===== src/rtl/fifo_ptr_pkg.sv =====
// fifo_ptr_pkg
//   Shared definitions for the async-FIFO Gray pointer controllers:
//   side selectors, Gray/binary conversion helpers and the pointer
//   width helper (pointer carries one wrap bit above the address).
package fifo_ptr_pkg;

  localparam int MODE_WR = 0;   // write side, flag = full
  localparam int MODE_RD = 1;   // read side,  flag = empty

  // Extra pointer bit above the address: distinguishes full from empty.
  localparam int PTR_WRAP_BITS = 1;

  // Widest pointer the conversion helpers handle.
  localparam int GRAY_MAX_W = 32;

  function automatic int ptr_width(input int ptr);
    return ptr + PTR_WRAP_BITS;
  endfunction

  // Helpers take zero-extended operands up to GRAY_MAX_W bits; the zero
  // upper bits leave the low-order result identical for any narrower width.
  function automatic logic [GRAY_MAX_W-1:0] bin2gray(input logic [GRAY_MAX_W-1:0] bin);
    return bin ^ (bin >> 1);
  endfunction

  function automatic logic [GRAY_MAX_W-1:0] gray2bin(input logic [GRAY_MAX_W-1:0] gray);
    logic [GRAY_MAX_W-1:0] bin;
    bin[GRAY_MAX_W-1] = gray[GRAY_MAX_W-1];
    for (int i = GRAY_MAX_W-2; i >= 0; i--)
      bin[i] = bin[i+1] ^ gray[i];
    return bin;
  endfunction

endpackage


===== src/rtl/fifo_gray_ptr_ctrl_sync.sv =====
// gray_sync_chain
//   Multi-flop synchroniser bringing the remote domain's Gray pointer into
//   the local clock. Only one bit changes per remote step, so any stage
//   resolves to either the old or the new pointer.
//   Ports: clk, rst (sync, active high), d (async Gray in), q (last stage).
module gray_sync_chain #(
  parameter int W      = 5,
  parameter int STAGES = 2
) (
  input  logic         clk,
  input  logic         rst,
  input  logic [W-1:0] d,
  output logic [W-1:0] q
);

  logic [STAGES-1:0][W-1:0] stg;

  always_ff @(posedge clk) begin
    if (rst) stg <= '0;
    else     stg <= {stg[STAGES-2:0], d};
  end

  assign q = stg[STAGES-1];

endmodule


===== src/rtl/fifo_gray_ptr_ctrl.sv =====
// fifo_gray_ptr_ctrl
//   Registered Gray-code pointer controller for one side of an async FIFO.
//   MODE selects write side (flag = full) or read side (flag = empty).
//   Optional occupancy output enabled by macro FIFO_PTR_LEVEL_EN.
//   Ports:
//     clk, rst      local clock, synchronous active-high reset
//     inc           push (write side) / pop (read side) request
//     remote_gray   other domain's Gray pointer (asynchronous)
//     addr          RAM address (low PTR bits of ptr_bin)
//     ptr_bin       registered binary pointer (PTR+1 bits)
//     ptr_gray      registered Gray pointer, sent to the other domain
//     flag          registered full (MODE 0) / empty (MODE 1)
//     level         occupancy, only with FIFO_PTR_LEVEL_EN
module fifo_gray_ptr_ctrl
  import fifo_ptr_pkg::*;
#(
  parameter int PTR         = 4,
  parameter int MODE        = 0,
  parameter int SYNC_STAGES = 2
) (
  input  logic         clk,
  input  logic         rst,
  input  logic         inc,
  input  logic [PTR:0] remote_gray,
  output logic [PTR-1:0] addr,
  output logic [PTR:0] ptr_bin,
  output logic [PTR:0] ptr_gray,
  output logic         flag
`ifdef FIFO_PTR_LEVEL_EN
  ,
  output logic [PTR:0] level
`endif
);

  localparam int PW = ptr_width(PTR);

  logic          inc_q;
  logic [PW-1:0] bin_next, gray_next, remote_sync;
  logic          flag_next;

  gray_sync_chain #(.W(PW), .STAGES(SYNC_STAGES)) u_sync (
    .clk (clk),
    .rst (rst),
    .d   (remote_gray),
    .q   (remote_sync)
  );

  // A request while full/empty is dropped; pointer holds.
  assign inc_q     = inc & ~flag;
  assign bin_next  = ptr_bin + PW'(inc_q);
  assign gray_next = PW'(bin2gray(GRAY_MAX_W'(bin_next)));

  // Flag is judged against the pointer about to be registered, so it rises
  // on the very edge that fills/empties the FIFO.
  generate
    if (MODE == MODE_WR) begin : g_full
      // Full: remote is exactly one lap behind -> top two Gray bits inverted.
      assign flag_next = (gray_next == {~remote_sync[PW-1:PW-2], remote_sync[PW-3:0]});
    end else begin : g_empty
      assign flag_next = (gray_next == remote_sync);
    end
  endgenerate

  always_ff @(posedge clk) begin
    if (rst) begin
      ptr_bin  <= '0;
      ptr_gray <= '0;
      flag     <= (MODE == MODE_RD);
    end else begin
      ptr_bin  <= bin_next;
      ptr_gray <= gray_next;
      flag     <= flag_next;
    end
  end

  assign addr = ptr_bin[PTR-1:0];

`ifdef FIFO_PTR_LEVEL_EN
  logic [PW-1:0] remote_bin, level_next;

  assign remote_bin = PW'(gray2bin(GRAY_MAX_W'(remote_sync)));

  generate
    if (MODE == MODE_WR) begin : g_lvl_wr
      assign level_next = bin_next - remote_bin;
    end else begin : g_lvl_rd
      assign level_next = remote_bin - bin_next;
    end
  endgenerate

  always_ff @(posedge clk) begin
    if (rst) level <= '0;
    else     level <= level_next;
  end
`endif

endmodule


===== config.mk =====
export PLATFORM = sky130hd
export DESIGN_NAME = fifo_gray_ptr_ctrl
export DESIGN_NICKNAME = d
export VERILOG_FILES = /design/src/rtl/fifo_ptr_pkg.sv /design/src/rtl/fifo_gray_ptr_ctrl_sync.sv /design/src/rtl/fifo_gray_ptr_ctrl.sv
export SDC_FILE = /design/constraint.sdc
export NUM_CORES = 1
export LEC_CHECK = 0
export BUFFER_PORTS_ARGS = -buffer_cell sky130_fd_sc_hd__buf_2
export CAP_MARGIN = 10
export CORE_MARGIN = 2
export CORE_UTILIZATION = 48
export DETAILED_ROUTE_END_ITERATION = 6
export GPL_TIMING_DRIVEN = 0
export PLACE_DENSITY = 0.71
export SYNTH_ARGS = -nofsm -noshare
export SYNTH_HDL_FRONTEND = slang
export SYNTH_SLANG_ARGS = --single-unit

===== constraint.sdc =====
create_clock -name clk -period 2.9 [get_ports clk]
set_clock_uncertainty 0.2 [all_clocks]
set_input_delay 0.87 -clock clk [delete_from_list [all_inputs] [get_ports clk]]
set_output_delay 0.87 -clock clk [all_outputs]
set_load 0.01 [all_outputs]

**Word level (Yosys, flattened, before mapping)**

Cells that the tools add are included.

- Add/sub/neg operators: 1
- Equal/unequal tests: 1
- Bitwise gates (word level): 4

Operators by type and width:

| kind | number |
|---|---|
| adder 5 x 1 -> 5 bit | 1 |
| equality test 5 bit | 1 |
| bitwise XOR 5 x 4 -> 5 bit | 1 |
| NOT 2 bit | 1 |
| bitwise AND 1 bit | 1 |
| NOT 1 bit | 1 |

- Register bits after elaboration: 21
- Input bits: 8
- Output and inout port bits: 15
- Logic and storage cells: 11

**Logic depth before layout (Yosys ltp)**

- Depth in word-level cells: 5
- Gate-level depth with buffers: 7
- Gate-level depth less buffers: 7

**Hierarchy**

From an unflattened synthesis, not the netlist that was laid out.

- Cell total of the unflattened synthesis: 74
- Area total of the unflattened synthesis: 789.5 um^2

By module, submodules not included:

| module | times used | cells each | area an instance (um^2) | seq. area each (um^2) |
|---|---|---|---|---|
| fifo_gray_ptr_ctrl | 1 | 49 | 489.2 | 200.2 |
| gray_sync_chain | 1 | 25 | 300.3 | 200.2 |

**Least setup slack after synthesis**

OpenSTA, ideal clock, no wires.

- Path kind: input -> register
- From: in inc
- To: reg flag
- Library setup time: 0.103 ns
- Data arrival time: 2.228 ns
- Data required time: 2.597 ns
- Setup slack: 0.368 ns
- Stages on the path: 7
- Path buffers: 0
- Cells stage by stage: nor2b_1 > ha_1 > ha_1 > nand3_1 > xor2_1 > or3_1 > a2111oi_2

- Longest elaborated chain between the ends: 4

Ends and longest elaborated chain:

| what | RTL line | source |
|---|---|---|
| start: declaration | fifo_gray_ptr_ctrl.sv:23 | `input logic inc,` |
| bitwise AND 1 bit | fifo_gray_ptr_ctrl.sv:49 | `assign inc_q = inc & ~flag;` |
| adder 5 x 1 -> 5 bit | fifo_gray_ptr_ctrl.sv:50 | `assign bin_next = ptr_bin + PW'(inc_q);` |
| bitwise XOR 5 x 4 -> 5 bit | fifo_ptr_pkg.sv:23 | `return bin ^ (bin >> 1);` |
| equality test 5 bit | fifo_gray_ptr_ctrl.sv:58 | `assign flag_next = (gray_next == {~remote_sync[PW-1:PW-2], remote_sync[PW-3:0]});` |
| end signal: assignment | fifo_gray_ptr_ctrl.sv:68 | `flag <= (MODE == MODE_RD);` |
| end signal: assignment | fifo_gray_ptr_ctrl.sv:72 | `flag <= flag_next;` |
| end: declaration | fifo_gray_ptr_ctrl.sv:28 | `output logic flag` |

No other way between the ends.
A chain may end at the register's enable or synchronous reset.

**Final worst setup path**

Same ends and word-level chain as after synthesis.

==> run summary <==
Die Ht = 43.7 um
mapped cell area = 756 um^2
Final Slew Violations = 0
PD cells = 560 mW/mm^2
Hold Vio Cnt, Final = 0
layout cells sized above 1 = 33.7%
CP startpoint kind = primary input
Setup CP Type = primary input to register
CP required = 2.88 ns
clk slew on worst S/H paths = 0.10 ns
core area = 0.00149 mm^2
post-synthesis cell count = 70
Starting DRT DRC Count = 4
NetSw = 114 uW
maximum root-to-sink buffer count = 2
chip width = 43.7 um
final setup TNS = 0 ns
fmax = 0.402 GHz
leakage = 0.435 nW
Yosys reg bits = 20
ant diodes = 0
PortBufs = 21
post-synth net total = 80
total global routing overflow = 0
initial antenna violation count = 0
XOR/XNOR Fraction of Synth Area = 14.6%
Routed WL = 1050 um
Slew HR = 68.0%
Initial DRT Pass Iterations = 2
Top-Level Pins = 23
largest family of logic cells by synthesized area = simple AND/OR/NAND/NOR gates
minimum clock period = 2.48 ns
synthesized area per cell = 10.8 um^2
via count = 509
Synth Area in Simple Gates = 19.2%
DR vias/cell = 4.59
crit path DAT = 2.47 ns
Clk network pwr share = 29.9%
vias in the first global route = 409
CP Capture Type = register
setup bufs post-CTS = 0
Die ar. = 0.00191 mm^2
H-tree level count = 1
row count = 14
CTS tree = done
Max-cap violations = 0
Clock Sinks = 20
Reg power frac = 57.1%
CTS Hold Buffers Added = 0
CTS buffer count = 3
post-route clock period utilization = 85.7%
register area share after synthesis = 53.0%
largest net degree at the start of global routing = 12
Routed WL per cell = 9.48 um
DRC = 0
maximum vdd ir drop = 352 uV
Sw Ratio = 22.2%
GR Util All Layers = 12.2%
# nets final = 106
status = completed
DRT antenna net count = 0
Initial Utilization = 50.8%
hpwl dp = 805 um
post-CTS sizing = 0
worst-path fanout max = 6
Comb power frac = 13.0%
RSZ-0062 raised after global routing = false
post-synthesis mux area share = 1.32%
WHS = 0.248 ns
Synth Area in Compound Gates = 2.65%
Slew @ Worst Pin = 0.477 ns
Root Buffer = clkbuf_4
Hold/Removal Path Class = register to register
Area growth syn-to-layout = 21.4%
Final Wtd Congestion = 0.707
fillers = 128
Yosys warning total = 0
worst skew pair latency = 0.29 ns
Setup Viol. Count Final = 0
first-pass GRT wire length = 1670 um
Post-Synth Adder-Cell Area = 3.31%
Internal = 400 uW
unique cell type count in the Yosys netlist = 17
==> final cells by class <==
cell class	count	area, um^2	share of cell area, %
multi-input combinational	43	310	33.8
timing repair buffer	21	105	11.5
clock buffer	4	36.3	3.96
sequential	20	400	43.7
buffer	7	45.0	4.91
tap	16	20.0	2.18
==> path summary, 6_finish.rpt <==
kind	from	to	slack, ns	depth (start not counted)
max	inc	flag$_SDFF_PP0_	0.42	8
min	u_sync.stg[4]$_SDFF_PP0_	u_sync.q[4]$_SDFF_PP0_	0.25	1
max reg2reg	flag$_SDFF_PP0_	flag$_SDFF_PP0_	0.81	7
min reg2reg	u_sync.stg[4]$_SDFF_PP0_	u_sync.q[4]$_SDFF_PP0_	0.25	1
==> cell families (layout without fill, tap and decap cells) <==
kind of cell             after synthesis  after routing
buffers and inverters                  7             32
multiplexers                           1              1
adder cells (fa/ha/maj)                2              2
AND/OR/NAND/NOR                       27             27
flip-flops                            20             20
AO/OA/AOI/OAI                          2              2
XOR/XNOR                              11             11
==> per-stage QoR <==
step | instances | power, mW | cell area [um^2] | utilization [%] | worst slack [ns]
2_1_floorplan | 70 | 0.348 | 756 | - | 0.368
3_3_place_gp | 107 | 0.366 | 881 | 59.2 | 0.150
3_5_place_dp | 107 | 0.367 | 881 | 59.2 | 0.0837
4_1_cts | 111 | 0.522 | 917 | 61.6 | 0.397
5_1_grt | 111 | 0.538 | 917 | 61.6 | 0.180
6_report | 111 | 0.514 | 917 | 61.6 | 0.415
==> registers in the layout, summed over array words and instances, names as in the netlist <==
signal,cells
flag,1
u_sync.q,5
u_sync.stg,5
ptr_bin,5
ptr_gray,4
==> cells in the mapped netlist, drive strengths merged <==
cell type / number / share of area, %
nand3: 3 / 2.0
and2: 1 / 0.83
xnor3: 1 / 3.0
mux2i: 1 / 1.3
or2: 1 / 0.83
dfxtp: 20 / 53
xor2: 2 / 2.3
a2111oi: 1 / 2.0
xnor2: 8 / 9.3
ha: 2 / 3.3
clkbuf: 2 / 0.99
nor2b: 13 / 11
buf: 5 / 5.0
nand2: 1 / 0.50
or3: 1 / 0.83
a21oi: 1 / 0.66
nor2: 7 / 3.5
==> power groups by stage <==
| stage | Sequential [mW] | Clock (mW) | Combinational, mW |
|---|---|---|---|
| floorplan | 0.303 | 0 | 0.0450 |
| global placement | 0.299 | 0 | 0.0668 |
| global route | 0.295 | 0.167 | 0.0759 |
| finish | 0.293 | 0.153 | 0.0670 |
| CTS | 0.293 | 0.161 | 0.0683 |
| detailed placement | 0.300 | 0 | 0.0675 |
==> worst max-delay path, stage by stage <==
cell and delay (ns):
buf_2 0.09, nor2b_1 0.12, ha_1 0.19, ha_1 0.21, xnor2_1 0.41, and2_1 0.20, mux2i_1 0.08, a2111oi_2 0.31
==> cell usage in the layout (no fill, tap or decap), drive strengths merged <==
cell type	netlist	routed
nor2b	13	13
or2	1	1
nand3	3	3
a21oi	1	1
nand2	1	1
ha	2	2
xor2	2	2
mux2i	1	1
buf	5	26
dfxtp	20	20
xnor3	1	1
a2111oi	1	1
clkbuf	2	6
and2	1	1
or3	1	1
nor2	7	7
xnor2	8	8
==> per-layer routing <==
layer | global-route usage, % | share of wire, %
met3 | 2.50 | 6.3
met1 | 14.6 | 43
met5 | 0 | 0
met2 | 20.0 | 50
met4 | 7.27 | 0.57
Note: power is estimated with default switching activity, not from simulation.
